File: src/rtl/reg_bus_arbiter.sv
// Two-requester round-robin arbiter onto a shared settings/readback register bus.
// One transaction in flight at a time: IDLE -> ISSUE -> [WAIT] -> RESP.
module reg_bus_arbiter #(
  parameter int AWIDTH     = 32,
  parameter int DWIDTH     = 32,
  parameter int RD_LATENCY = 2
) (
  input  logic              clk,
  input  logic              rst,

  input  logic              req0_valid,
  output logic              req0_ready,
  input  logic              req0_wr,
  input  logic [AWIDTH-1:0] req0_addr,
  input  logic [DWIDTH-1:0] req0_wdata,
  output logic              rsp0_valid,
  output logic [DWIDTH-1:0] rsp0_rdata,

  input  logic              req1_valid,
  output logic              req1_ready,
  input  logic              req1_wr,
  input  logic [AWIDTH-1:0] req1_addr,
  input  logic [DWIDTH-1:0] req1_wdata,
  output logic              rsp1_valid,
  output logic [DWIDTH-1:0] rsp1_rdata,

  output logic [AWIDTH-1:0] set_addr,
  output logic [DWIDTH-1:0] set_data,
  output logic              set_stb,
  output logic [AWIDTH-1:0] get_addr,
  output logic              get_stb,
  input  logic [DWIDTH-1:0] get_data,

  output logic              busy,
  output logic              grant
);

  typedef enum logic [1:0] {IDLE, ISSUE, WAIT, RESP} state_t;

  localparam bit       HAS_WAIT  = (RD_LATENCY != 0);
  localparam logic [3:0] WAIT_LOAD = 4'(RD_LATENCY - 1);

  state_t            state, state_nxt;
  logic [3:0]        cnt;
  logic              cur_wr;
  logic              req_any, req_sel, accept, capture;
  logic              acc_wr;
  logic [AWIDTH-1:0] acc_addr;
  logic [DWIDTH-1:0] acc_wdata;

  always_comb begin
    req_any    = req0_valid | req1_valid;
    // On a tie the requester that did not own the last transaction wins.
    req_sel    = (req0_valid & req1_valid) ? ~grant : req1_valid;
    accept     = (state == IDLE) & req_any;
    req0_ready = accept & ~req_sel;
    req1_ready = accept & req_sel;
    acc_wr     = req_sel ? req1_wr    : req0_wr;
    acc_addr   = req_sel ? req1_addr  : req0_addr;
    acc_wdata  = req_sel ? req1_wdata : req0_wdata;
  end

  always_comb begin
    state_nxt = state;
    capture   = 1'b0;
    case (state)
      IDLE:  if (accept) state_nxt = ISSUE;
      ISSUE: begin
        if (cur_wr) begin
          state_nxt = RESP;
        end else if (HAS_WAIT) begin
          state_nxt = WAIT;
        end else begin
          state_nxt = RESP;
          capture   = 1'b1;
        end
      end
      WAIT: begin
        if (cnt == 4'd0) begin
          state_nxt = RESP;
          capture   = 1'b1;
        end
      end
      RESP:    state_nxt = IDLE;
      default: state_nxt = IDLE;
    endcase
  end

  always_comb begin
    set_stb    = (state == ISSUE) &  cur_wr;
    get_stb    = (state == ISSUE) & ~cur_wr;
    rsp0_valid = (state == RESP)  & ~grant;
    rsp1_valid = (state == RESP)  &  grant;
    busy       = (state != IDLE);
  end

  always_ff @(posedge clk or posedge rst) begin
    if (rst) state <= IDLE;
    else     state <= state_nxt;
  end

  always_ff @(posedge clk or posedge rst) begin
    if (rst) begin
      cnt        <= '0;
      grant      <= 1'b1;
      cur_wr     <= 1'b0;
      set_addr   <= '0;
      set_data   <= '0;
      get_addr   <= '0;
      rsp0_rdata <= '0;
      rsp1_rdata <= '0;
    end else begin
      if (accept) begin
        grant  <= req_sel;
        cur_wr <= acc_wr;
        if (acc_wr) begin
          set_addr <= acc_addr;
          set_data <= acc_wdata;
        end else begin
          get_addr <= acc_addr;
        end
      end
      if (HAS_WAIT && state == ISSUE && !cur_wr) cnt <= WAIT_LOAD;
      else if (state == WAIT && cnt != 4'd0)     cnt <= cnt - 4'd1;
      // Capture lands on the edge entering RESP, so rdata changes with the pulse.
      if (capture) begin
        if (grant) rsp1_rdata <= get_data;
        else       rsp0_rdata <= get_data;
      end
    end
  end

endmodule

File: config.mk
export PLATFORM = sky130hd
export DESIGN_NAME = reg_bus_arbiter
export DESIGN_NICKNAME = d
export VERILOG_FILES = /design/src/rtl/reg_bus_arbiter.sv
export SDC_FILE = /design/constraint.sdc
export NUM_CORES = 1
export LEC_CHECK = 0
export ABC_AREA = 1
export BUFFER_PORTS_ARGS = -buffer_cell sky130_fd_sc_hd__buf_2
export CAP_MARGIN = 20
export CORE_ASPECT_RATIO = 0.6
export CORE_MARGIN = 5
export CORE_UTILIZATION = 48
export DETAILED_ROUTE_END_ITERATION = 12
export PLACE_DENSITY = 0.9
export RECOVER_POWER = 25
export REMOVE_ABC_BUFFERS = 1
export SLEW_MARGIN = 5
export SYNTH_ARGS = -nofsm -noshare
export SYNTH_HDL_FRONTEND = slang
export SYNTH_SLANG_ARGS = --single-unit
File: constraint.sdc
create_clock -name clk -period 6.5 [get_ports clk]
set_input_delay 0.325 -clock clk [delete_from_list [all_inputs] [get_ports clk]]
set_output_delay 0.325 -clock clk [all_outputs]
set_load 0.005 [all_outputs]
# After elaboration in Yosys (flattened, before gate mapping)
# Index checks and enable logic that the tools add are counted.
[totals]
register_bits = 168
out_inout_bits = 168
[op_classes]
addsub = 1
eq_ne = 5
mux = 12
n_bitwise = 13
reduce_logical = 13
[ops]
columns = ["operator", "count"]
rows = [
  ["$mux W32", 2],
  ["$reduce_and A2 Y1", 5],
  ["$and A1 B1 Y1", 8],
  ["$mux W4", 2],
  ["$pmux W2 S4", 1],
  ["$mux W1", 5],
  ["$eq A2 B2 Y1 const B", 2],
  ["$logic_not A4 Y1", 1],
  ["$mux W2", 2],
  ["$ne A2 B2 Y1 const B", 2],
  ["$not A1 Y1", 4],
  ["$reduce_bool A2 Y1", 2],
  ["$reduce_bool A4 Y1", 1],
  ["$sub A4 B1 Y4 const B", 1],
  ["$eq A2 B1 Y1 const B", 1],
  ["$logic_and A1 B1 Y1", 2],
  ["$logic_not A2 Y1", 1],
  ["$logic_not A1 Y1", 1],
  ["$or A1 B1 Y1", 1],
]

# Depth between registers and ports, before layout
[logic_depth]
ltp_word = 5
ltp_mapped = 9
ltp_nobuf = 8

# Worst setup path before layout
# OpenSTA, ideal clock, no wires.
[synth_timing]
path_type = "reg2out"
from = "register state[0]"
to = "output req0_ready"
t_arrival_ns = 1.413
required_ns = 6.175
setup_slack_ns = 4.762
path_stages_with_launch = 10
n_path_buf = 3
path_cell_list = "dfrtp_1 -> inv_1 -> ha_1 -> inv_1 -> a21oi_2 -> buf_4 -> buf_4 -> buf_6 -> inv_2 -> nor2_1"
[synth_via]
elab_chain_len = 3
[synth_rtl]
columns = ["item", "line", "text"]
rows = [
  ["start, declared", "43", "state_t state, state_nxt;"],
  ["start signal, assigned", "99", "else state <= state_nxt;"],
  ["$logic_not A2 Y1", "55", "accept = (state == IDLE) & req_any;"],
  ["$and A1 B1 Y1", "55", ""],
  ["$and A1 B1 Y1", "56", "req0_ready = accept & ~req_sel;"],
  ["end, declared", "12", "output logic req0_ready,"],
]
# No other way between the ends.

==> summary.md <==
| Metric | Value |
|---|---|
| Violation count after the first detailed-routing iteration | `around 480` |
| Clk buf depth | `2` |
| # DRC | `0` |
| Number of ports placed on the die boundary | `334` |
| Final HPWL DP | `between 15 and 20 mm` |
| Number of flops mapped to enable cells by yosys | `0` |
| Dominant cell type by area after synthesis | `sky130_fd_sc_hd__dfrtp_1` |
| Initial cell density of the core | `49.55%` |
| Antenna Cells | `0` |
| Number of placed instances with taps included | `between 1000 and 1500` |
| Number of standard cells in the layout, taps in and fillers out | `between 1000 and 1500` |
| Detailed-route wire length per cell | `15.90 um` |
| Max Transition Viols Final | `98` |
| Number of warnings printed during yosys synthesis | `0` |
| Final hold vios | `0` |
| Setup repair after global routing missed its margin | `no` |
| Most repeated cell in the gate-level netlist after synthesis | `sky130_fd_sc_hd__nand2_1` |
| Fraction of synthesized area in multiplexers | `0%` |
| Clock Root Buffer | `sky130_fd_sc_hd__clkbuf_16` |
| Clock-pin transition on the worst setup and hold timing paths | `approximately 0.070 ns` |
| Count of hold buffers inserted by post-cts repair | `0` |
| Total overflow reported by the global router | `0` |
| Max transition margin | `-187.1%` |
| Synth cell types | `19` |
| Number of nets still failing antenna checks after routing | `0` |
| Number of buffers created by CTS | `17` |
| X dimension of the die | `roughly 170 um` |
| Power Dens Cells | `roughly 450 mW/mm^2` |
| Aggregate negative setup slack | `0 ns` |
| Number of violations of the max-capacitance limit | `1` |
| Number of flip-flops and latches in the synthesized netlist | `around 170` |
| Total track usage | `roughly 24%` |
| CP endpoint kind | `async pin` |
| Post-synthesis share of cell area spent on full adders, half adders and majority gates | `0.9774%` |
| Peak supply drop | `roughly 0.00024 V` |
| Total leakage power | `~6 nW` |
| Layout net count | `~1400` |
| Syn_area_per_cell | `8.051 um^2` |
| Wire length of the first global-routing pass | `36.68 mm` |
| Area delta synth->final | `28.91%` |
| Run status | `finished, violations left` |
| Post-synthesis share of cell area spent on xor and xnor gates | `0%` |
| CP required | `around 7 ns` |
| Worst-case clock skew | `0.01157 ns` |
| Vias | `approximately 7400` |
| Compound-Gate Fraction of Synth Area | `under 10%` |
| Skew-Pair Late Insertion Delay | `0.41 ns` |
| Arrival time worst endpoint | `a little under 4 ns` |
| Setup CP Type | `input port to async pin` |
| Sink Count | `between 150 and 200` |
| Row cnt | `35` |
| Via count of the first global-routing pass | `7035` |
| Hold/Removal Path Class | `input port to register` |
| Area share of the largest cell type after synthesis | `between 50% and 60%` |
| Failing checks | `capacitance limit, slew limit` |
| Overall routed net length | `approximately 23 mm` |
| Smallest hold slack | `about 0.17 ns` |
| Count of buffers inserted at the top-level ports | `roughly 330` |
| Cell area after technology mapping | `0.007681 mm^2` |
| Standard cell core area | `~0.016 mm^2` |
| Layout cells sized above 1 | `28.83%` |
| Cts repair resizes | `0` |
| Worst-margin pin slew | `approximately 4.3 ns` |
| Launching element type of the critical path | `input port` |
| H-tree Lvls | `4` |
| Final Cycle Share | `53.70%` |
| Via density | `5.053` |
| Cell types occupying the most area after synthesis | `sky130_fd_sc_hd__dfrtp_1, sky130_fd_sc_hd__nand2_1, sky130_fd_sc_hd__nand3_1` |
| First drt pass iteration count | `5` |
| Final Wtd Congestion | `0.8790` |
| Number of setup violations in the final report | `0` |
| Share of flip-flops with an asynchronous set or reset after synthesis | `100.0%` |
| Peak fanout along the critical path | `97` |
| Area share of and/or/nand/nor cells after synthesis | `32.04%` |
| Die outline area | `about 0.019 mm^2` |
| Most instantiated cells after synthesis | `sky130_fd_sc_hd__nand2_1, sky130_fd_sc_hd__nand3_1, sky130_fd_sc_hd__dfrtp_1` |
| Maximum number of pins on one net before global-route repair | `slightly below 100` |
| Cells after synthesis | `954` |
| Initial antenna violation count | `0` |
| Dominant combinational cell family by area after synthesis | `simple AND/OR/NAND/NOR gates` |
| TritonCTS clock tree | `yes` |
| Period minus WS final | `between 3 and 4 ns` |
| Post-CTS Setup Inserts | `0` |
| Fmax | `286.5 MHz` |
| Die Span Y | `around 110 um` |
| Predominant post-synthesis flop cell | `sky130_fd_sc_hd__dfrtp_1` |
| Sequential cell area fraction in the yosys report | `between 50% and 60%` |
routing by layer:
metal	wire [um]	share of wire, %	global-route usage, %
met4	547	2.3	7.684
met1	10140	43	32.54
met3	1705	7.3	5.975
met5	0	0	0
met2	10960	47	39.37
path summary, 6_finish.rpt:
path,startpoint,endpoint,slack [ns],cells past startpoint
worst max-delay path,rst,get_addr[15],3.01,3
worst min-delay path,get_data[13],rsp1_rdata[13],0.17,3
worst max register to register,grant,get_addr[6],3.32,8
worst min register to register,set_addr[4],set_addr[4],0.47,2
max in group clk,grant,get_addr[6],3.32,8
min in group asynchronous,rst,rsp1_rdata[20],1.22,2
layout by cell type, fill, tap and decap left out, types with 3 or more instances in the layout:
cell                          n
sky130_fd_sc_hd__nand2_1    409
sky130_fd_sc_hd__buf_2      310
sky130_fd_sc_hd__nand3_1    169
sky130_fd_sc_hd__dfrtp_1    167
sky130_fd_sc_hd__o21ai_0     66
sky130_fd_sc_hd__inv_1       51
sky130_fd_sc_hd__clkbuf_1    23
sky130_fd_sc_hd__clkbuf_16   17
sky130_fd_sc_hd__buf_4        9
sky130_fd_sc_hd__nor2_1       6
sky130_fd_sc_hd__ha_1         6
sky130_fd_sc_hd__inv_6        6
sky130_fd_sc_hd__nand2_2      5
sky130_fd_sc_hd__inv_8        3
registers in the layout, indices dropped and copies added, names as in the netlist:
name	cells
cnt	4
cur_wr	1
get_addr	32
grant	1
rsp0_rdata	32
rsp1_rdata	32
set_addr	32
set_data	32
state	2
metrics by stage:
stage               area, um^2  total power, mW  util, %  setup slack, ns
CTS                       9894            4.542    63.83            3.377
global route              9902            4.833    63.87            2.156
floorplan                 7293            2.616        -            1.299
global placement          9301            3.435    60.00            3.369
finish                    9902            4.491    63.87            3.010
detailed placement        9301            3.512    60.00            3.272
where the power goes:
part / internal (mW) / switching (mW) / leakage, nW
Clock: 0.557 / 0.453 / 0.291
Sequential: 1.54 / 0.292 / 2.06
Combinational: 0.660 / 0.989 / 3.51
Total: 2.76 / 1.73 / 5.86
logic make-up (layout without fill, tap and decap cells):
family          after synthesis  in the layout
simple gates                593            593
flops                       168            168
buf+inv                     118            430
compound gates               69             69
fa+ha+maj                     6              6
layout make-up:
class / count / area (um^2)
Multi-Input combinational cell: 668 / 2900
Inverter: 54 / 203.9
Tap cell: 203 / 254.0
Fill cell: 1370 / 5600
Sequential cell: 168 / 4205
Timing Repair Buffer: 344 / 1745
Clock buffer: 18 / 439.2
Clock inverter: 14 / 153.9
critical path: stages:
cell and delay, ns:
sky130_fd_sc_hd__buf_2 0.10, sky130_fd_sc_hd__clkinvlp_2 2.40, sky130_fd_sc_hd__buf_4 1.00
Note: power is estimated with default switching activity, not from simulation.
